`src/rtl/lift_car_ctrl.sv`:
```
// lift_car_ctrl: car motion/door sequencer timed by the divided slow_clk.
// Ports: clk, reset (async, high), slow_clk, call_req[FLOORS] in;
//        cur_floor, dir_up, moving, door_open, pending[FLOORS] out.
module lift_car_ctrl #(
  parameter int FLOORS       = 4,
  parameter int FLOOR_W      = $clog2(FLOORS),
  parameter int TRAVEL_TICKS = 3,
  parameter int DOOR_TICKS   = 5
) (
  input  logic               clk,
  input  logic               reset,
  input  logic               slow_clk,
  input  logic [FLOORS-1:0]  call_req,
  output logic [FLOOR_W-1:0] cur_floor,
  output logic               dir_up,
  output logic               moving,
  output logic               door_open,
  output logic [FLOORS-1:0]  pending
);

  localparam int TW = $clog2(TRAVEL_TICKS) + 1;
  localparam int DW = $clog2(DOOR_TICKS) + 1;

  typedef enum logic [1:0] {
    IDLE,
    MOVE,
    DOOR
  } state_t;

  state_t             state, state_n;
  logic [FLOOR_W-1:0] floor_n, nf;
  logic               dir_n;
  logic [TW-1:0]      tcnt, tcnt_n;
  logic [DW-1:0]      dcnt, dcnt_n;
  logic [FLOORS-1:0]  pend_n, clr;
  logic [FLOORS-1:0]  up_cur, dn_cur;
  logic [FLOORS-1:0]  up_nf, dn_nf;
  logic               ahead_cur, back_cur;
  logic               ahead_nf;
  logic               slow_clk_d, tick;

  assign tick = slow_clk & ~slow_clk_d;

  // Floor the car reaches on the next step
  assign nf = dir_up ? cur_floor + FLOOR_W'(1)
                     : cur_floor - FLOOR_W'(1);

  always_comb begin
    up_cur = '0;
    dn_cur = '0;
    up_nf  = '0;
    dn_nf  = '0;
    for (int i = 0; i < FLOORS; i++) begin
      up_cur[i] = pending[i] & (FLOOR_W'(i) > cur_floor);
      dn_cur[i] = pending[i] & (FLOOR_W'(i) < cur_floor);
      up_nf[i]  = pending[i] & (FLOOR_W'(i) > nf);
      dn_nf[i]  = pending[i] & (FLOOR_W'(i) < nf);
    end
  end

  assign ahead_cur = dir_up ? |up_cur : |dn_cur;
  assign back_cur  = dir_up ? |dn_cur : |up_cur;
  assign ahead_nf  = dir_up ? |up_nf : |dn_nf;

  always_comb begin
    state_n = state;
    floor_n = cur_floor;
    dir_n   = dir_up;
    tcnt_n  = tcnt;
    dcnt_n  = dcnt;
    clr     = '0;
    unique case (state)
      IDLE: begin
        if (pending[cur_floor]) begin
          state_n        = DOOR;
          clr[cur_floor] = 1'b1;
        end else if (ahead_cur) begin
          state_n = MOVE;
        end else if (back_cur) begin
          state_n = MOVE;
          dir_n   = ~dir_up;
        end
      end
      MOVE: begin
        if (tick) begin
          if (tcnt == TW'(TRAVEL_TICKS - 1)) begin
            floor_n = nf;
            tcnt_n  = '0;
            if (pending[nf]) begin
              state_n = DOOR;
              clr[nf] = 1'b1;
            end else if (!ahead_nf) begin
              state_n = IDLE;
            end
          end else begin
            tcnt_n = tcnt + TW'(1);
          end
        end
      end
      DOOR: begin
        // Calls for the floor we are serving are absorbed
        clr[cur_floor] = 1'b1;
        if (tick) begin
          if (dcnt == DW'(DOOR_TICKS - 1)) begin
            state_n = IDLE;
          end else begin
            dcnt_n = dcnt + DW'(1);
          end
        end
      end
      default: state_n = IDLE;
    endcase
    // Counters restart on every state entry
    if (state_n != state) begin
      tcnt_n = '0;
      dcnt_n = '0;
    end
    pend_n = (pending | call_req) & ~clr;
  end

  always_ff @(posedge clk or posedge reset) begin
    if (reset) begin
      state      <= IDLE;
      cur_floor  <= '0;
      dir_up     <= 1'b1;
      tcnt       <= '0;
      dcnt       <= '0;
      pending    <= '0;
      slow_clk_d <= 1'b0;
    end else begin
      state      <= state_n;
      cur_floor  <= floor_n;
      dir_up     <= dir_n;
      tcnt       <= tcnt_n;
      dcnt       <= dcnt_n;
      pending    <= pend_n;
      slow_clk_d <= slow_clk;
    end
  end

  assign moving    = (state == MOVE);
  assign door_open = (state == DOOR);

endmodule

```
`config.mk`:
```
export PLATFORM = sky130hd
export DESIGN_NAME = lift_car_ctrl
export DESIGN_NICKNAME = d
export VERILOG_FILES = /design/src/rtl/lift_car_ctrl.sv
export SDC_FILE = /design/constraint.sdc
export NUM_CORES = 1
export LEC_CHECK = 0
export ABC_AREA = 1
export CORE_MARGIN = 3
export CORE_UTILIZATION = 57
export CTS_BUF_LIST = sky130_fd_sc_hd__clkbuf_4 sky130_fd_sc_hd__clkbuf_8 sky130_fd_sc_hd__clkbuf_16
export DETAILED_ROUTE_END_ITERATION = 12
export GPL_TIMING_DRIVEN = 1
export PLACE_DENSITY = 0.87
export SLEW_MARGIN = 20
export SYNTH_ARGS = -nofsm -noshare
export SYNTH_HDL_FRONTEND = slang
export SYNTH_SLANG_ARGS = --single-unit
export TNS_END_PERCENT = 30
```
`constraint.sdc`:
```
create_clock -name clk -period 4.3 [get_ports clk]
set_input_delay 1.075 -clock clk [delete_from_list [all_inputs] [get_ports clk]]
set_output_delay 1.075 -clock clk [all_outputs]
set_load 0.05 [all_outputs]
```
# Yosys cells after proc, flatten, opt, wreduce, memory -nomap -nowiden
# Cells that the tools add are included.
[op_classes] n_addsub=4 multipliers=0 n_div=0 magnitude_cmp=20 eq_ne=6 shift=0 mux=35 bitwise_logic=24 reduce_logical=14
[op_table] op="$mux 4" count=8
[op_table] op="$mux 2" count=10
[op_table] op="$and 1x1->1" count=17
[op_table] op="$reduce_or 4->1" count=4
[op_table] op="$mux 3" count=4
[op_table] op="$pmux 4 s3" count=1
[op_table] op="$gt 1x2->1 const A" count=4
[op_table] op="$gt 2x2->1 const A" count=4
[op_table] op="$lt 1x2->1 const A" count=4
[op_table] op="$lt 2x2->1 const A" count=4
[op_table] op="$mux 1" count=7
[op_table] op="$lt 2x3->1 const B" count=2
[op_table] op="$pmux 2 s3" count=1
[op_table] op="$reduce_and 3->1" count=2
[op_table] op="$reduce_bool 2->1" count=3
[op_table] op="$add 4x1->4 const B" count=1
[op_table] op="$and 4x4->4" count=1
[op_table] op="$bmux 1 s2" count=2
[op_table] op="$demux 1 s2" count=2
[op_table] op="$eq 4x3->1 const B" count=1
[op_table] op="$ge 2x1->1 const B" count=2
[op_table] op="$not 1->1" count=4
[op_table] op="$not 4->4" count=1
[op_table] op="$or 4x4->4" count=1
[op_table] op="other kinds (12)" count=13
[totals] register_bits=17 latchBits=0 ram_bits=0 romBits=0 in_bits=7 output_inout_bits=9 wordCells=110 n_memories=0

# Depth between registers and ports, before layout
[logic_depth] word_depth=14 depth_mapped=16 ltp_nobuf=16

# Worst setup path after synthesis
# OpenSTA, ideal clock, no wires.
[synth_timing] path_kind="reg2reg" start="reg cur_floor[0]" end="reg dcnt[0]" setup_ps=72 arrival_ps=2343 slack_ps=1885 stages_incl_launch_ff=16 path_buffers=0 synth_period_minus_slack_ps=2415 cell_sequence="dfrtp_1 -> inv_2 -> ha_1 -> inv_1 -> nand2_1 -> nand2_1 -> nand3_1 -> nand2_1 -> inv_1 -> nand2_2 -> nand2_1 -> nand2_1 -> nand2_1 -> nand2_1 -> nand3_4 -> nor2_1"
[synth_via] elab_chain_len=14 word_cells_on_any_way=60 classes_between="add/sub: 2; order compare: 16; eq/ne: 2; mux: 17; bitwise: 16; reduce/logical: 7"
[synth_rtl] item="start, declared" line_no="14" text="output logic [FLOOR_W-1:0] cur_floor,"
[synth_rtl] item="start signal, assigned" line_no="132" text="cur_floor <= floor_n;"
[synth_rtl] item="$sub 2x1->2 or $add 2x1->2 (tied branches)" line_no="46, 45"
[synth_rtl] item="$mux 2" line_no="45" text="assign nf = dir_up ? cur_floor + FLOOR_W'(1)"
[synth_rtl] item="$lt 1x2->1, or another cell as far along" line_no="57" text="dn_nf[i] = pending[i] & (FLOOR_W'(i) < nf);"
[synth_rtl] item="$and 1x1->1, on equally long branches" line_no="57, 56"
[synth_rtl] item="$reduce_or 4->1" line_no="63" text="assign ahead_nf = dir_up ? |up_nf : |dn_nf;"
[synth_rtl] item="$mux 1" line_no="63"
[synth_rtl] item="$mux 2" line_no="92" text="end else if (!ahead_nf) begin"
[synth_rtl] item="$mux 2" line_no="89" text="if (pending[nf]) begin"
[synth_rtl] item="$mux 2" line_no="86" text="if (tcnt == TW'(TRAVEL_TICKS - 1)) begin"
[synth_rtl] item="$mux 2" line_no="85" text="if (tick) begin"
[synth_rtl] item="$pmux 2 s3 (*)" line_no="72" text="unique case (state)"
[synth_rtl] item="$ne 2x2->1 (*)" line_no="114" text="if (state_n != state) begin"
[synth_rtl] item="$ne 2x1->1 (no source line) or $reduce_bool 2->1 (tied branches)"
[synth_rtl] item="$reduce_and 3->1 (no source line)"
[synth_rtl] item="end signal, assigned" line_no="135" text="dcnt <= dcnt_n;"
[synth_rtl] item="end, declared" line_no="34" text="logic [DW-1:0] dcnt, dcnt_n;"
# Every way passes the cells marked *; elsewhere a longest branch is shown, timed or not. The select of a mux whose other input is x is not followed.
# A chain may end at the register's enable or synchronous reset.

# Worst setup path after layout
[layout_timing] start="reg state[1]" end="out door_open"
[layout_via] elab_chain_len=1
[layout_rtl] item="start, declared" line_no="30" text="state_t state, state_n;"
[layout_rtl] item="start signal, assigned" line_no="131" text="state <= state_n;"
[layout_rtl] item="$eq 2x2->1" line_no="142" text="assign door_open = (state == DOOR);"
[layout_rtl] item="end, declared" line_no="17" text="output logic door_open,"
# Every way passes these cells.

==> results by group <==
Synthesis
  • Register area share after synthesis: 37.8%
  • Biggest area consumer among synthesized cells: dfrtp_1
  • Synth area leaders: dfrtp_1 35%, nand2_1 12%, ha_1 8.9%
  • Synth Area in Simple Gates: about a third
  • Syn avg cell area: 7.69 um2
  • Mux share of post-synthesis cell area: 0%
  • Area of the mapped netlist: about 1100 um2
  • Synth Area in Adders: under 10%
  • Synth Warn #: 0
  • Yosys top cell area share: 35.4%
  • Xor/xnor share of the synthesized area: under 10%
  • Post-synthesis compound-gate area fraction: between 10 and 15%
  • Mapped Nets: 162
  • Largest family of logic cells by synthesized area: simple AND/OR/NAND/NOR gates
  • Post-synth cell types: 24
  • Post-Synthesis Cells: 147
  • Seq cells post-synth: 17

Setup path
  • Worst Setup Start Kind: register
  • Internal reg-to-reg setup slack: roughly 1.9 ns
  • Critical Path AT: between 1.5 and 2 ns
  • Worst path slowest cell: clkdlybuf4s50_1
  • CP bufs+invs: 2
  • R2R Path End: dcnt[0]
  • Largest fanout on the critical path: 4
  • Worst R2R Start: cur_floor[0]
  • Critical path capture point type: primary output
  • Crit-path max cell delay: 0.86 ns
  • Cell family with most CP delay: buffers and inverters
  • Worst path required time: between 3 and 4 ns
  • Crit-path cells: inv_1, nor2_1, clkdlybuf4s50_1
  • Crit path kind: register to primary output
  • Worst Reg-to-Reg Cells: 15

CTS
  • Clock Tree Buf Depth: 2
  • Worst-Skew Late Latency: 0.30 ns
  • Post-CTS setup buffer count: 0
  • CTS buffer count: 3
  • Number of H-tree levels: 1
  • Clock root cell: clkbuf_4
  • Clk sink count: 17
  • Post-CTS Resized: 0
  • CTS Hold Bufs: 0
  • Clock tree from TritonCTS: done
  • Worst-path clk slew: 0.11 ns

Final layout
  • Share of layout cells above drive strength 1: about a tenth
  • Commonest non-fill, non-tap cell in the layout: nand2_1
  • P&R area growth vs syn: 18.5%
  • # nets final: about 180
  • Ant. Diodes: 0
  • FILL cells: 145
  • Final cell count without fillers: between 150 and 200
  • Most frequent cells in the layout: 37 x nand2_1, 18 x nor2_1, 17 x inv_1

Detailed routing
  • DR DRC count: 0
  • Met1 wire length: between 1000 and 1500 um
  • WL/cell: about 13 um
  • Initial DRC count: 29
  • Top Metal Used: met4
  • Routed length on met3: ~100 um
  • Pre-Repair DR Iteration Count: 4
  • Via count: around 1100
  • Final antenna-violating net count: 0
  • Final WL: 2400 um
  • WL met2: 1130 um
  • Avg Vias per Cell: about 5.5

Floorplanning
  • Starting density of the core: between 60% and 70%
  • # rows: 15
  • Die area: between 2000 and 3000 um2
  • Die extent in x: between 50 and 60 um
  • Core footprint: ~1800 um2
  • Die Y: 50.5 um
  • # IOs: 16

Pwr
  • PwrDens: around 570 nW/um2
  • Worst-case vdd ir drop: 0.508 mV
  • Leakage: around 0.66 nW

Min path
  • Worst Hold Class: register to register
  • Hold path depth: 2
  • Hold path endpoint: tcnt[2]
  • Worst Hold Launch: tcnt[2]

Placement
  • RD Place Congestion: between 0.8 and 0.9
  • Placed insts: approximately 190
  • HPWL after detailed placement: about 1900 um
  • IO Port Bufs: 15

STA
  • Finish-stage setup viols: 0
  • Worst-Margin Slew: about 0.65 ns
  • Worst Skew: 0.0126 ns
  • Slew Limit Fails: 0
  • Final Hold Fails: 0
  • RSZ-0062 raised after global routing: false
  • TNS Setup: 0 ns
  • Final min period: 2.97 ns
  • Slew HR: between 50% and 60%
  • Fmax achieved: 0.337 GHz
  • Final Cycle Share: between 60% and 70%

GRT
  • Antenna violations before repair: 0
  • GRT Resource Usage Total: between 20% and 30%
  • Total gr overflow: 0
  • Largest net degree at the start of global routing: 18
  • Vias in the first global route: 1024
  • Global-route wire length before repair: about 4300 um

Run
  • Max cap viols: 0

Status
  • Status: finished, final reports clean
registers in the layout, summed over array words and instances, names as in the netlist:
signal and cells:
dcnt 4, dir_up 1, tcnt 3, slow_clk_d 1, cur_floor 2, pending 4, state 2
per-layer routing:
| layer | GRT usage (%) | vias up |
|---|---|---|
| li1 | - | 520 |
| met1 | 29.1 | 506 |
| met2 | 36.3 | 20 |
| met3 | 4.75 | 6 |
| met4 | 6.28 | 0 |
| met5 | 0 | - |
stage by stage:
| stage | utilization (%) | worst slack [ns] | total power [mW] | area (um2) | hold WS (ns) |
|---|---|---|---|---|---|
| 2_1_floorplan | - | 1.88 | 0.550 | 1130 | 0.520 |
| 3_3_place_gp | 72.8 | 1.71 | 0.657 | 1310 | 0.545 |
| 3_5_place_dp | 72.8 | 1.68 | 0.669 | 1310 | 0.574 |
| 4_1_cts | 74.3 | 1.32 | 0.760 | 1340 | 0.598 |
| 5_1_grt | 74.3 | 1.26 | 0.818 | 1340 | 0.621 |
| 6_report | 74.3 | 1.33 | 0.758 | 1340 | 0.591 |
Yosys cell counts:
cell type / number
a211oi_1: 2
a21oi_1: 5
a21oi_2: 1
a221oi_1: 2
a32o_1: 1
dfrtp_1: 16
dfstp_2: 1
ha_1: 8
inv_1: 17
inv_2: 2
nand2_1: 37
nand2_2: 5
nand3_1: 9
nand3_4: 1
nand4_1: 2
nor2_1: 18
nor2_2: 1
nor3_1: 6
nor3_2: 1
o211ai_1: 1
o211ai_2: 1
o21ai_0: 3
o221ai_1: 2
xor2_1: 5
worst register-to-register path: cells and delay by family (launching register included):
family                   cells  cell delay (ns)
AND/OR/NAND/NOR             11             0.97
buffers and inverters        3             0.38
adder cells (fa/ha/maj)      1             0.37
flip-flops                   1             0.61
worst max-delay path by stage:
stage	from	to	slack, ns	cells past startpoint
2_1_floorplan	cur_floor[0]	dcnt[0]	1.88	15
5_1_grt	state[1]	door_open	1.26	3
3_5_place_dp	state[1]	door_open	1.68	3
6_report	state[1]	door_open	1.33	3
4_1_cts	state[1]	door_open	1.32	3
3_3_place_gp	state[1]	door_open	1.71	3
kinds of logic after synthesis:
family	Yosys count
AND/OR/NAND/NOR	80
buffers and inverters	19
AO/OA/AOI/OAI	18
flip-flops	17
adder cells (fa/ha/maj)	8
XOR/XNOR	5
area by class of cell:
type / instances / area (um2) / share of cell area (%)
Multi-Input combinational cell: 111 / 632 / 47.2
Sequential cell: 17 / 427 / 31.9
Timing Repair Buffer: 15 / 150 / 11.2
Inverter: 19 / 71.3 / 5.33
Tap cell: 25 / 31.3 / 2.34
Clock buffer: 3 / 22.5 / 1.68
Clock inverter: 1 / 5.00 / 0.374
where the power goes:
group / switching, mW / internal, mW / total [mW] / leakage [nW]
Sequential: 0.0445 / 0.197 / 0.241 / 0.208
Clock: 0.0553 / 0.0346 / 0.0900 / 0.0177
Combinational: 0.291 / 0.136 / 0.427 / 0.434
Total: 0.391 / 0.367 / 0.758 / 0.660
Note: power is estimated with default switching activity, not from simulation.
